File: src/rtl/kgp_risc_pkg.sv
// Shared KGP-RISC encodings for branch resolution and fetch/execute sequencing.
package kgp_risc_pkg;

   typedef enum logic [2:0] {
      BR_NONE = 3'b000,
      BR_BR   = 3'b001,
      BR_BLTZ = 3'b010,
      BR_BZ   = 3'b011,
      BR_BNZ  = 3'b100,
      BR_BL   = 3'b101,
      BR_BCY  = 3'b110,
      BR_BNCY = 3'b111
   } br_op_e;

   typedef enum logic [1:0] {
      ST_IDLE  = 2'b00,
      ST_FETCH = 2'b01,
      ST_EXEC  = 2'b10
   } state_e;

endpackage

File: src/rtl/branch_cond_eval.sv
// Resolves a KGP-RISC branch condition from the ALU sign flags and latched carry.
module branch_cond_eval
   import kgp_risc_pkg::*;
(
   input  logic [2:0] br_op,
   input  logic [1:0] alu_sign,
   input  logic       alu_cout,
   output logic       cond_taken,
   output logic       is_link
);

   always_comb begin
      cond_taken = 1'b0;
      is_link    = 1'b0;
      unique case (br_op)
         BR_NONE: cond_taken = 1'b0;
         BR_BR:   cond_taken = 1'b1;
         BR_BLTZ: cond_taken = alu_sign[0];
         BR_BZ:   cond_taken = alu_sign[1];
         BR_BNZ:  cond_taken = ~alu_sign[1];
         BR_BL: begin
            cond_taken = 1'b1;
            is_link    = 1'b1;
         end
         BR_BCY:  cond_taken = alu_cout;
         BR_BNCY: cond_taken = ~alu_cout;
         default: cond_taken = 1'b0;
      endcase
   end

endmodule

File: src/rtl/branch_pc_unit.sv
// Program counter owner: fetch handshake to imem, branch resolution at execute.
module branch_pc_unit
   import kgp_risc_pkg::*;
#(
   parameter int                ADDR_W   = 32,
   parameter logic [ADDR_W-1:0] RESET_PC = '0,
   parameter int                PC_STEP  = 4
) (
   input  logic              clk,
   input  logic              rst,
   input  logic              run,
   output logic              imem_req,
   output logic [ADDR_W-1:0] imem_addr,
   input  logic              imem_ack,
   input  logic              instr_done,
   input  logic [2:0]        br_op,
   input  logic [ADDR_W-1:0] br_target,
   input  logic [1:0]        alu_sign,
   input  logic              alu_cout,
   output logic [ADDR_W-1:0] pc,
   output logic              taken,
   output logic              link_we,
   output logic [ADDR_W-1:0] link_data
);

   localparam logic [ADDR_W-1:0] STEP = ADDR_W'(PC_STEP);

   state_e            state;
   logic              cond_taken;
   logic              is_link;
   logic [ADDR_W-1:0] seq_pc;
   logic [ADDR_W-1:0] tgt_pc;
   logic [ADDR_W-1:0] next_pc;
   logic              unused_tgt_lsb;

   branch_cond_eval u_cond (
      .br_op      (br_op),
      .alu_sign   (alu_sign),
      .alu_cout   (alu_cout),
      .cond_taken (cond_taken),
      .is_link    (is_link)
   );

   // Targets are word aligned; the low bits of br_target carry no meaning.
   assign unused_tgt_lsb = ^br_target[1:0];
   assign seq_pc  = pc + STEP;
   assign tgt_pc  = {br_target[ADDR_W-1:2], 2'b00};
   assign next_pc = cond_taken ? tgt_pc : seq_pc;

   always_ff @(posedge clk or posedge rst) begin
      if (rst) begin
         state     <= ST_IDLE;
         pc        <= RESET_PC;
         imem_req  <= 1'b0;
         imem_addr <= RESET_PC;
         taken     <= 1'b0;
         link_we   <= 1'b0;
         link_data <= '0;
      end else begin
         taken   <= 1'b0;
         link_we <= 1'b0;
         unique case (state)
            ST_IDLE: begin
               if (run) begin
                  state     <= ST_FETCH;
                  imem_req  <= 1'b1;
                  imem_addr <= pc;
               end
            end
            ST_FETCH: begin
               if (imem_ack) begin
                  state    <= ST_EXEC;
                  imem_req <= 1'b0;
               end
            end
            ST_EXEC: begin
               if (instr_done) begin
                  pc    <= next_pc;
                  taken <= cond_taken;
                  if (is_link) begin
                     link_we   <= 1'b1;
                     link_data <= seq_pc;
                  end
                  // Next fetch launches on this same edge so no idle bubble.
                  if (run) begin
                     state     <= ST_FETCH;
                     imem_req  <= 1'b1;
                     imem_addr <= next_pc;
                  end else begin
                     state <= ST_IDLE;
                  end
               end
            end
            default: state <= ST_IDLE;
         endcase
      end
   end

endmodule
File: config.mk
export PLATFORM = sky130hd
export DESIGN_NAME = branch_pc_unit
export DESIGN_NICKNAME = d
export VERILOG_FILES = /design/src/rtl/kgp_risc_pkg.sv /design/src/rtl/branch_cond_eval.sv /design/src/rtl/branch_pc_unit.sv
export SDC_FILE = /design/constraint.sdc
export NUM_CORES = 1
export LEC_CHECK = 0
export CAP_MARGIN = 20
export CORE_MARGIN = 5
export CORE_UTILIZATION = 41
export DETAILED_ROUTE_END_ITERATION = 6
export PLACE_DENSITY_LB_ADDON = 0.1
export SLEW_MARGIN = 15
export SYNTH_ARGS = -nofsm -noshare
export SYNTH_HDL_FRONTEND = slang
export SYNTH_SLANG_ARGS = --single-unit
export TNS_END_PERCENT = 20
File: constraint.sdc
create_clock -name clk -period 6.95 [get_ports clk]
set_input_delay 1.7375 -clock clk [delete_from_list [all_inputs] [get_ports clk]]
set_output_delay 1.7375 -clock clk [all_outputs]
set_load 0.01 [all_outputs]
; ---- Yosys cells after proc, flatten, opt, wreduce, memory -nomap -nowiden
; Cells that the tools add are included.
[word_totals]
input_bits = 43
output_inout_bits = 99
wordCells = 54
ff_bits = 101
[op_classes]
muxes = 21
addsub = 1
n_reduce_logical = 10
n_bitwise = 2
n_eq_ne = 13
[op_table]
columns = op, n
row1 = $mux W32, 4
row2 = $pmux W32 S2, 1
row3 = $add A32 B3 Y32 const B, 1
row4 = $eq A3 B3 Y1 const B, 4
row5 = $mux W1, 10
row6 = $reduce_and A3 Y1, 3
row7 = $ne A2 B2 Y1 const B, 4
row8 = $pmux W1 S7, 1
row9 = $eq A3 B2 Y1 const B, 2
row10 = $mux W2, 3
row11 = $pmux W2 S3, 1
row12 = $reduce_and A4 Y1, 1
row13 = $eq A3 B1 Y1 const B, 1
row14 = $logic_not A3 Y1, 1
row15 = $pmux W1 S3, 1
row16 = $reduce_bool A3 Y1, 1
row17 = $eq A2 B1 Y1 const B, 1
row18 = $eq A2 B2 Y1 const B, 1
row19 = $logic_not A2 Y1, 1
row20 = $not A1 Y1, 2
row21 = $reduce_and A2 Y1, 1
row22 = $reduce_bool A2 Y1, 1
row23 = $reduce_or A2 Y1, 1

; ---- Logic depth before layout (Yosys ltp)
; Gate-level depths: netlist of run 1.
[depth]
word_depth = 7
mapped_depth = 8
ltp_nobuf = 7

; ---- Modules after synthesis
; Synthesis of run 1 repeated with hierarchy kept, for this count alone.
[hier_totals]
cells_unflattened = 608
area_unflattened_um2 = 5416.4
[by_module_without_submodules]
columns = mod, cells_per_inst, seq_area_each_um2, n_inst, area_each_um2
row1 = branch_pc_unit, 599, 2527.4, 1, 5358.9
row2 = branch_cond_eval, 9, 0.0, 1, 57.6

; ---- Least setup slack after synthesis of run 1
; No wires, ideal clock.
[synth_path]
path_kind = in2reg
start = input br_op[2]
end = register imem_addr[30]
path_buffers = 2
t_required_ns = 6.873
setup_ns = 0.077
stages = 8
path_slack_ns = 3.586
arrival_ns = 3.286
cell_sequence = mux2_2 > and3_1 > or3_1 > buf_2 > buf_2 > a221oi_1 > a21oi_1 > a21oi_1
[synth_via]
elab_chain_len = 7
word_cells_on_any_way = 14
cone_classes = eq/ne: 7 / mux: 5 / reduce/logical: 2
[synth_rtl]
columns = item, line
row1 = start: declaration, branch_pc_unit.sv:16  ; input logic [2:0] br_op,
row2 = $eq A3 B1 Y1 / $eq A3 B3 Y1 (equally long branches), branch_cond_eval.sv:15  ; unique case (br_op)
row3 = $reduce_or A2 Y1 (no line), n/a
row4 = $pmux W1 S7 *, branch_cond_eval.sv:15
row5 = $mux W32 *, branch_pc_unit.sv:48  ; assign next_pc = cond_taken ? tgt_pc : seq_pc;
row6 = $mux W32 *, branch_pc_unit.sv:85  ; if (run) begin
row7 = $mux W32 *, branch_pc_unit.sv:77  ; if (instr_done) begin
row8 = $pmux W32 S2 *, branch_pc_unit.sv:62  ; unique case (state)
row9 = end signal: assignment, branch_pc_unit.sv:67  ; imem_addr <= pc;
row10 = end signal: assignment, branch_pc_unit.sv:88  ; imem_addr <= next_pc;
row11 = end: declaration, branch_pc_unit.sv:13  ; output logic [ADDR_W-1:0] imem_addr,
; Mark *: on every way between the ends. The rest lies on a longest branch, timed or not. The select of a mux whose other input is x is not followed.
; A chain may end at the register's enable or synchronous reset.

; ---- Worst setup path in the final report of run 1
[layout_path]
start = input br_op[2]
end = register pc[11]
[layout_via]
elab_chain_len = 4
word_cells_on_any_way = 11
cone_classes = eq/ne: 7 / mux: 2 / reduce/logical: 2
[layout_rtl]
columns = item, line
row1 = $eq A3 B1 Y1 / $eq A3 B3 Y1 (equally long branches), branch_cond_eval.sv:15
row2 = $reduce_or A2 Y1 (no line), n/a
row3 = $pmux W1 S7 *, branch_cond_eval.sv:15
row4 = $mux W32 *, branch_pc_unit.sv:48
row5 = end signal: assignment, branch_pc_unit.sv:78  ; pc <= next_pc;
row6 = end: declaration, branch_pc_unit.sv:20  ; output logic [ADDR_W-1:0] pc,
; Mark *: on every way between the ends. The rest lies on a longest branch, timed or not.

==> results of run 1 <==
-- power groups by stage --
stage | Combinational, W | Clock [W] | Sequential [W]
6_report | 0.00132 | 0.000533 | 0.00112
5_1_grt | 0.00143 | 0.000568 | 0.00116
4_1_cts | 0.00133 | 0.000545 | 0.00112
3_5_place_dp | 0.00132 | 0 | 0.00113
3_3_place_gp | 0.00130 | 0 | 0.00112
2_1_floorplan | 0.000587 | 0 | 0.00115
-- critical path, delay by kind of cell --
family,cells,cell delay (ns)
buffers and inverters,1,0.54
AO/OA/AOI/OAI,2,0.21
multiplexers,1,0.35
AND/OR/NAND/NOR,3,1.60
-- placed cells by master, fill, tap and decap left out, types with 3 or more instances in the layout --
cell | netlist | final
xnor2_1 | 18 | 18
clkbuf_16 | 0 | 9
o22ai_1 | 4 | 4
nor4_1 | 3 | 3
o21a_1 | 9 | 9
and3_1 | 12 | 12
nand4_1 | 7 | 7
nor3_1 | 8 | 7
o22a_1 | 6 | 6
clkdlybuf4s50_1 | 0 | 139
xor2_1 | 10 | 10
nand2b_1 | 4 | 4
nor2_1 | 82 | 81
clkbuf_8 | 0 | 3
a211oi_1 | 8 | 8
nand3_1 | 12 | 12
o21ai_1 | 15 | 15
nor2b_1 | 4 | 4
nand2_1 | 36 | 36
nor3_2 | 2 | 3
a21oi_1 | 79 | 79
inv_1 | 13 | 12
buf_4 | 2 | 9
o31ai_2 | 4 | 4
mux2_2 | 13 | 13
mux2i_1 | 6 | 6
dfrtp_1 | 101 | 101
o21ai_0 | 30 | 30
or3_1 | 3 | 3
a31oi_1 | 6 | 6
-- layer usage --
layer / up-vias / part of all wire, %
li1: 2249 / -
met1: 2308 / 45
met5: - / 0
met4: 0 / 1.5
met2: 167 / 46
met3: 19 / 7.6
-- layout make-up --
cell class                 count  area (sq um)
clock buffer                  13           270
fill                        1187          5550
timing repair buffer         149          1470
sequential                   101          2530
inverter                      13          51.3
multi-input combinational    416          2490
clock inverter                 3          42.5
tap                          172           215
-- kinds of logic (layout without fill, tap and decap cells) --
| kind of cell | Yosys count | after routing |
|---|---|---|
| AO/OA/AOI/OAI | 178 | 178 |
| XOR/XNOR | 28 | 28 |
| adder cells (fa/ha/maj) | 1 | 1 |
| buffers and inverters | 59 | 178 |
| flip-flops | 101 | 101 |
| multiplexers | 19 | 19 |
| AND/OR/NAND/NOR | 190 | 190 |
-- through the flow --
step | power [W] | setup slack [ns] | util (%) | cells
after floorplan | 0.00174 | 2.57 | - | 576
after global placement | 0.00242 | 2.39 | 53.4 | 850
after detailed placement | 0.00245 | 2.37 | 53.4 | 850
after CTS | 0.00299 | 2.73 | 55.9 | 866
after global routing | 0.00316 | 2.62 | 56.0 | 867
final | 0.00297 | 2.69 | 56.0 | 867
-- state kept, by name (all words and copies together), names as in the netlist --
name and cells:
imem_addr 32, link_data 32, pc 32, state 2, imem_req 1, link_we 1, taken 1
-- worst paths after layout --
kind                               start  depth (start not counted)            end
min reg2reg                imem_addr[25]                          2  imem_addr[25]
max                             br_op[2]                          7         pc[11]
min                        imem_addr[25]                          2  imem_addr[25]
max in group asynchronous            rst                          3  imem_addr[25]
min in group asynchronous            rst                          2  link_data[16]
max reg2reg                     state[1]                          7  link_data[26]
==> results.md, run 1 <==
- Routed len/inst: 18.3 microns
- Fin Hold WS: 0.480 ns
- Asr flop ratio synth: 100%
- Clock Skew: 0.00654 ns
- Met1 Use GR: 29.1%
- Hold Buf Count CTS: 0
- Drc violations: 0
- FMAX: 235 MHz
- H-tree depth: 3
- Clock transition at path regs: 0.07 ns
- Starting DRT DRC Count: 349
- Post-synthesis simple-gate area fraction: 18.2%
- Fin. Hold Viols: 0
- Share of power burned in registers: 37.6%
- Non-Filler Cell Area, Final: 7070 sq um
- Crit Path Category: in2reg
- Proportion of synthesized area in mux cells: 3.92%
- Most frequent cell after synthesis: dfrtp_1
- Initial antenna violation count: 0
- Clock Power Share: 17.9%
- Diode count: 0
- Synth warnings: 0
- Status: complete, no violations
- CP arrival: 4.45 ns
- Top_reg_cell synth: dfrtp_1
- Area Growth Syn to Fin: 34.3%
- DRT Wirelength: 15900 microns
- Most common library cells after synthesis: dfrtp_1 (101), nor2_1 (82), a21oi_1 (79)
- TritonCTS clock tree: built
- Die H: 123 microns
- Cell count after synthesis: 576
- Startpoint Class: input pin
- Initial Util: 41.7%
- Setup violators final: 0
- Die width: 123 microns
- WP data required: 7.14 ns
- Largest family of logic cells by synthesized area: compound AO/OA/AOI/OAI gates
- Vias per cell: 5.47
- Post-synthesis cell type count: 55
- Top cells by area, synth: dfrtp_1 (48%), a21oi_1 (7.5%), nor2_1 (5.8%), xnor2_1 (3.0%), o21ai_0 (2.9%)
- TritonRoute pass-1 iters: 7
- Die Area: 15200 sq um
- Layout cells sized above 1: 8.63%
- CP Cell Sequence: clkdlybuf4s50_1, mux2_2, and3_1, or3_1, or4_1, o21ai_1, a21oi_1
- First-pass GRT wire length: 25000 microns
- Root buffer cell: clkbuf_16
- I/O pin count: 142
- CP Max Fanout: 29
- Synth area leader: dfrtp_1
- Register area share after synthesis: 48.0%
- CP endpoint kind: register
- CTS-repair resized insts: 0
- Post-route ant nets: 0
- Post-Synth XOR/XNOR Area: 4.66%
- TritonCTS Buffers: 9
- Max Cap Viol: 0
- Mean Syn Cell Area: 9.14 sq um
- Cell Pwr Density: 420 nW/um^2
- Synth Area in Compound Gates: 20.2%
- Final Cycle Share: 61.2%
- RSZ-0062 raised after global routing: false
- Adder-cell share of the synthesized area: 0.238%
- Leakage Power: 2.85 nW
- CP max-delay cell: or3_1
- Max rail drop VDD: 0.000204 V
- Post-Syn Area: 5260 sq um
- Post-synth EDFFs: 0
- I/O Buffers: 139
- Synthesized flop and latch total: 101
- Met2 GRT Util: 33.1%
- Syn_nets: 620
- Gpl congestion: 0.769
- Routing usage on met3: 5.40%
- Largest stage delay, worst path: 0.79 ns
- Slew Limit Fails: 0
- Clock sinks: 101
- P_int: 0.00186 W
- Worst hold path type: reg2reg
- Most used routing layer: met2
- Core Footprint: 12600 sq um
- Worst Max-Slew Pin Slew: 1.15 ns
- Fraction of power spent switching nets: 37.4%
- Overflow left after global routing: 0
- Fin crit period: 4.26 ns
- Worst skew pair latency: 0.35 ns
- Relative slew slack: 23.4%
- Vias after detailed routing: 4743
- Final HPWL DP: 10500 microns
- Post-CTS Setup Bufs: 0
- R2r setup slk: 4.32 ns
- Final net count: 734
- Row count: 41
- Placed Area: 6740 sq um
- Vias in the first global route: 4681
- Post-synth top area share: 48.0%
- All-layer global routing usage: 21.3%
- Setup tns final: 0 ns
- Switch Pwr: 0.00111 W
- Logic pwr share: 44.4%
- Largest net degree at the start of global routing: 60
- Clock buffer depth: 2
Note: power is estimated with default switching activity, not from simulation.
==> inputs of run 2 (changes only) <==
==> constraint.sdc (replaced) <==
create_clock -name clk -period 4.2 [get_ports clk]
set_input_delay 1.05 -clock clk [delete_from_list [all_inputs] [get_ports clk]]
set_output_delay 1.05 -clock clk [all_outputs]
set_load 0.01 [all_outputs]
==> run 2 against run 1 <==
Compared with the run above: routed wire length decreased by 1.8%; combinational power is 65% higher; via count down 0.99%; worst setup slack got worse by 1.7 ns; critical path depth is 1 higher; final cell count increased by 0.46%; clock skew up 0.0037 ns; critical path type unchanged; critical endpoint is now imem_addr[3]; largest power group unchanged; highest routed layer unchanged.
==> results.md, run 2 (synthesis results as in run 1) <==
- First-pass GRT wire length: 24900 microns
- Final Cycle Share: 77.4%
- CP endpoint kind: register
- Starting DRT DRC Count: 337
- RSZ-0062 raised after global routing: false
- Top flop regs: imem_addr x32, link_data x32, pc x32
- Setup slack after layout: 0.948 ns
- CTS-repair resized insts: 0
- Worst Max-Slew Pin Slew: 0.845 ns
- Fin Hold WS: 0.496 ns
- Largest net degree at the start of global routing: 65
- TritonCTS Buffers: 9
- CP arrival: 3.50 ns
- Clock transition at path regs: 0.07 ns
- Setup violators final: 0
- Fin crit period: 3.25 ns
- Drc violations: 0
- Leakage Power: 2.86 nW
- Setup tns final: 0 ns
- Die H: 123 microns
- DRT Wirelength: 15600 microns
- Status: complete, no violations
- Final HPWL DP: 10700 microns
- FMAX: 308 MHz
- Diode count: 0
- TritonCTS clock tree: built
- Layout cells sized above 1: 9.30%
- Cell Pwr Density: 690 nW/um^2
- All-layer global routing usage: 21.3%
- Design Power: 0.00489 W
- Vias after detailed routing: 4696
- Initial antenna violation count: 0
- Root buffer cell: clkbuf_16
- Clock buffer depth: 2
- Placed cell count: 855
- Clock sinks: 101
- Hold Buf Count CTS: 0
- Slew Limit Fails: 0
- I/O pin count: 142
- Initial Util: 41.7%
- Final net count: 738
- Met2 GRT Util: 33.5%
- FILL cells: 1155
- Startpoint Class: input pin
- Most frequent cells in the layout: clkdlybuf4s50_1 (139), dfrtp_1 (101), nor2_1 (81), a21oi_1 (79), nand2_1 (36)
- Relative slew slack: 43.7%
- Fin. Hold Viols: 0
- Die width: 123 microns
- Dpl ws: 0.571 ns
- Die Area: 15200 sq um
- Max Cap Viol: 0
- Gpl congestion: 0.812
- Routed len/inst: 17.9 microns
- TritonRoute pass-1 iters: 5
- H-tree depth: 3
- Post-CTS Setup Bufs: 0
- Most used routing layer: met2
- Row count: 41
- Overflow left after global routing: 0
- Layout Cells excl Fill: 871
- CP Max Fanout: 15
- I/O Buffers: 139
- Core Footprint: 12600 sq um
- Worst skew pair latency: 0.36 ns
- Post-route ant nets: 0
- Max rail drop VDD: 0.000302 V
- Vias per cell: 5.39
- Worst hold path type: reg2reg
- Routing usage on met3: 6.72%
- Clock Skew: 0.0103 ns
- Vias in the first global route: 4707
- Met1 Use GR: 28.2%
- Crit Path Category: in2reg
- Area Growth Syn to Fin: 34.6%
- WP data required: 4.45 ns
- Most common cell after layout, fill and taps aside: clkdlybuf4s50_1
run 2: final timing paths:
kind	startpoint	endpoint	slack, ns	cells past startpoint
max	br_op[2]	imem_addr[3]	0.95	8
min	imem_addr[25]	imem_addr[25]	0.50	2
max reg2reg	pc[4]	pc[31]	1.63	6
min reg2reg	imem_addr[25]	imem_addr[25]	0.50	2
max in group asynchronous	rst	imem_addr[19]	2.14	3
min in group asynchronous	rst	imem_addr[16]	1.21	2
run 2: metal layers:
metal | up-vias | wire length, microns
li1 | 2251 | -
met1 | 2273 | 6920
met2 | 158 | 7270
met3 | 14 | 1180
met4 | 0 | 201
met5 | - | 0
run 2: report_power, final:
group	leakage, nW	switching [W]	internal, W
Clock	0.149	0.000380	0.000477
Combinational	1.46	0.00100	0.00118
Sequential	1.25	0.000457	0.00139
Total	2.86	0.00184	0.00305
run 2: final cells by class:
class	count	area (sq um)	area share, %
sequential	101	2530	35.7
multi-input combinational	416	2490	35.2
timing repair buffer	153	1500	21.1
clock buffer	10	239	3.37
tap	172	215	3.04
clock inverter	6	61.3	0.866
inverter	13	51.3	0.724
run 2: critical path, stage by stage:
cell	delay [ns]
clkdlybuf4s50_1	0.54
mux2_2	0.35
and3_1	0.23
or3_1	0.58
buf_4	0.31
mux2i_1	0.19
a21oi_1	0.09
a21o_1	0.16
run 2: metrics by stage:
stage          utilization (%)  cell area, sq um
2_1_floorplan                -              5260
3_5_place_dp              53.7              6780
5_1_grt                   56.1              7080
4_1_cts                   56.1              7080
6_report                  56.1              7080
3_3_place_gp              53.7              6780
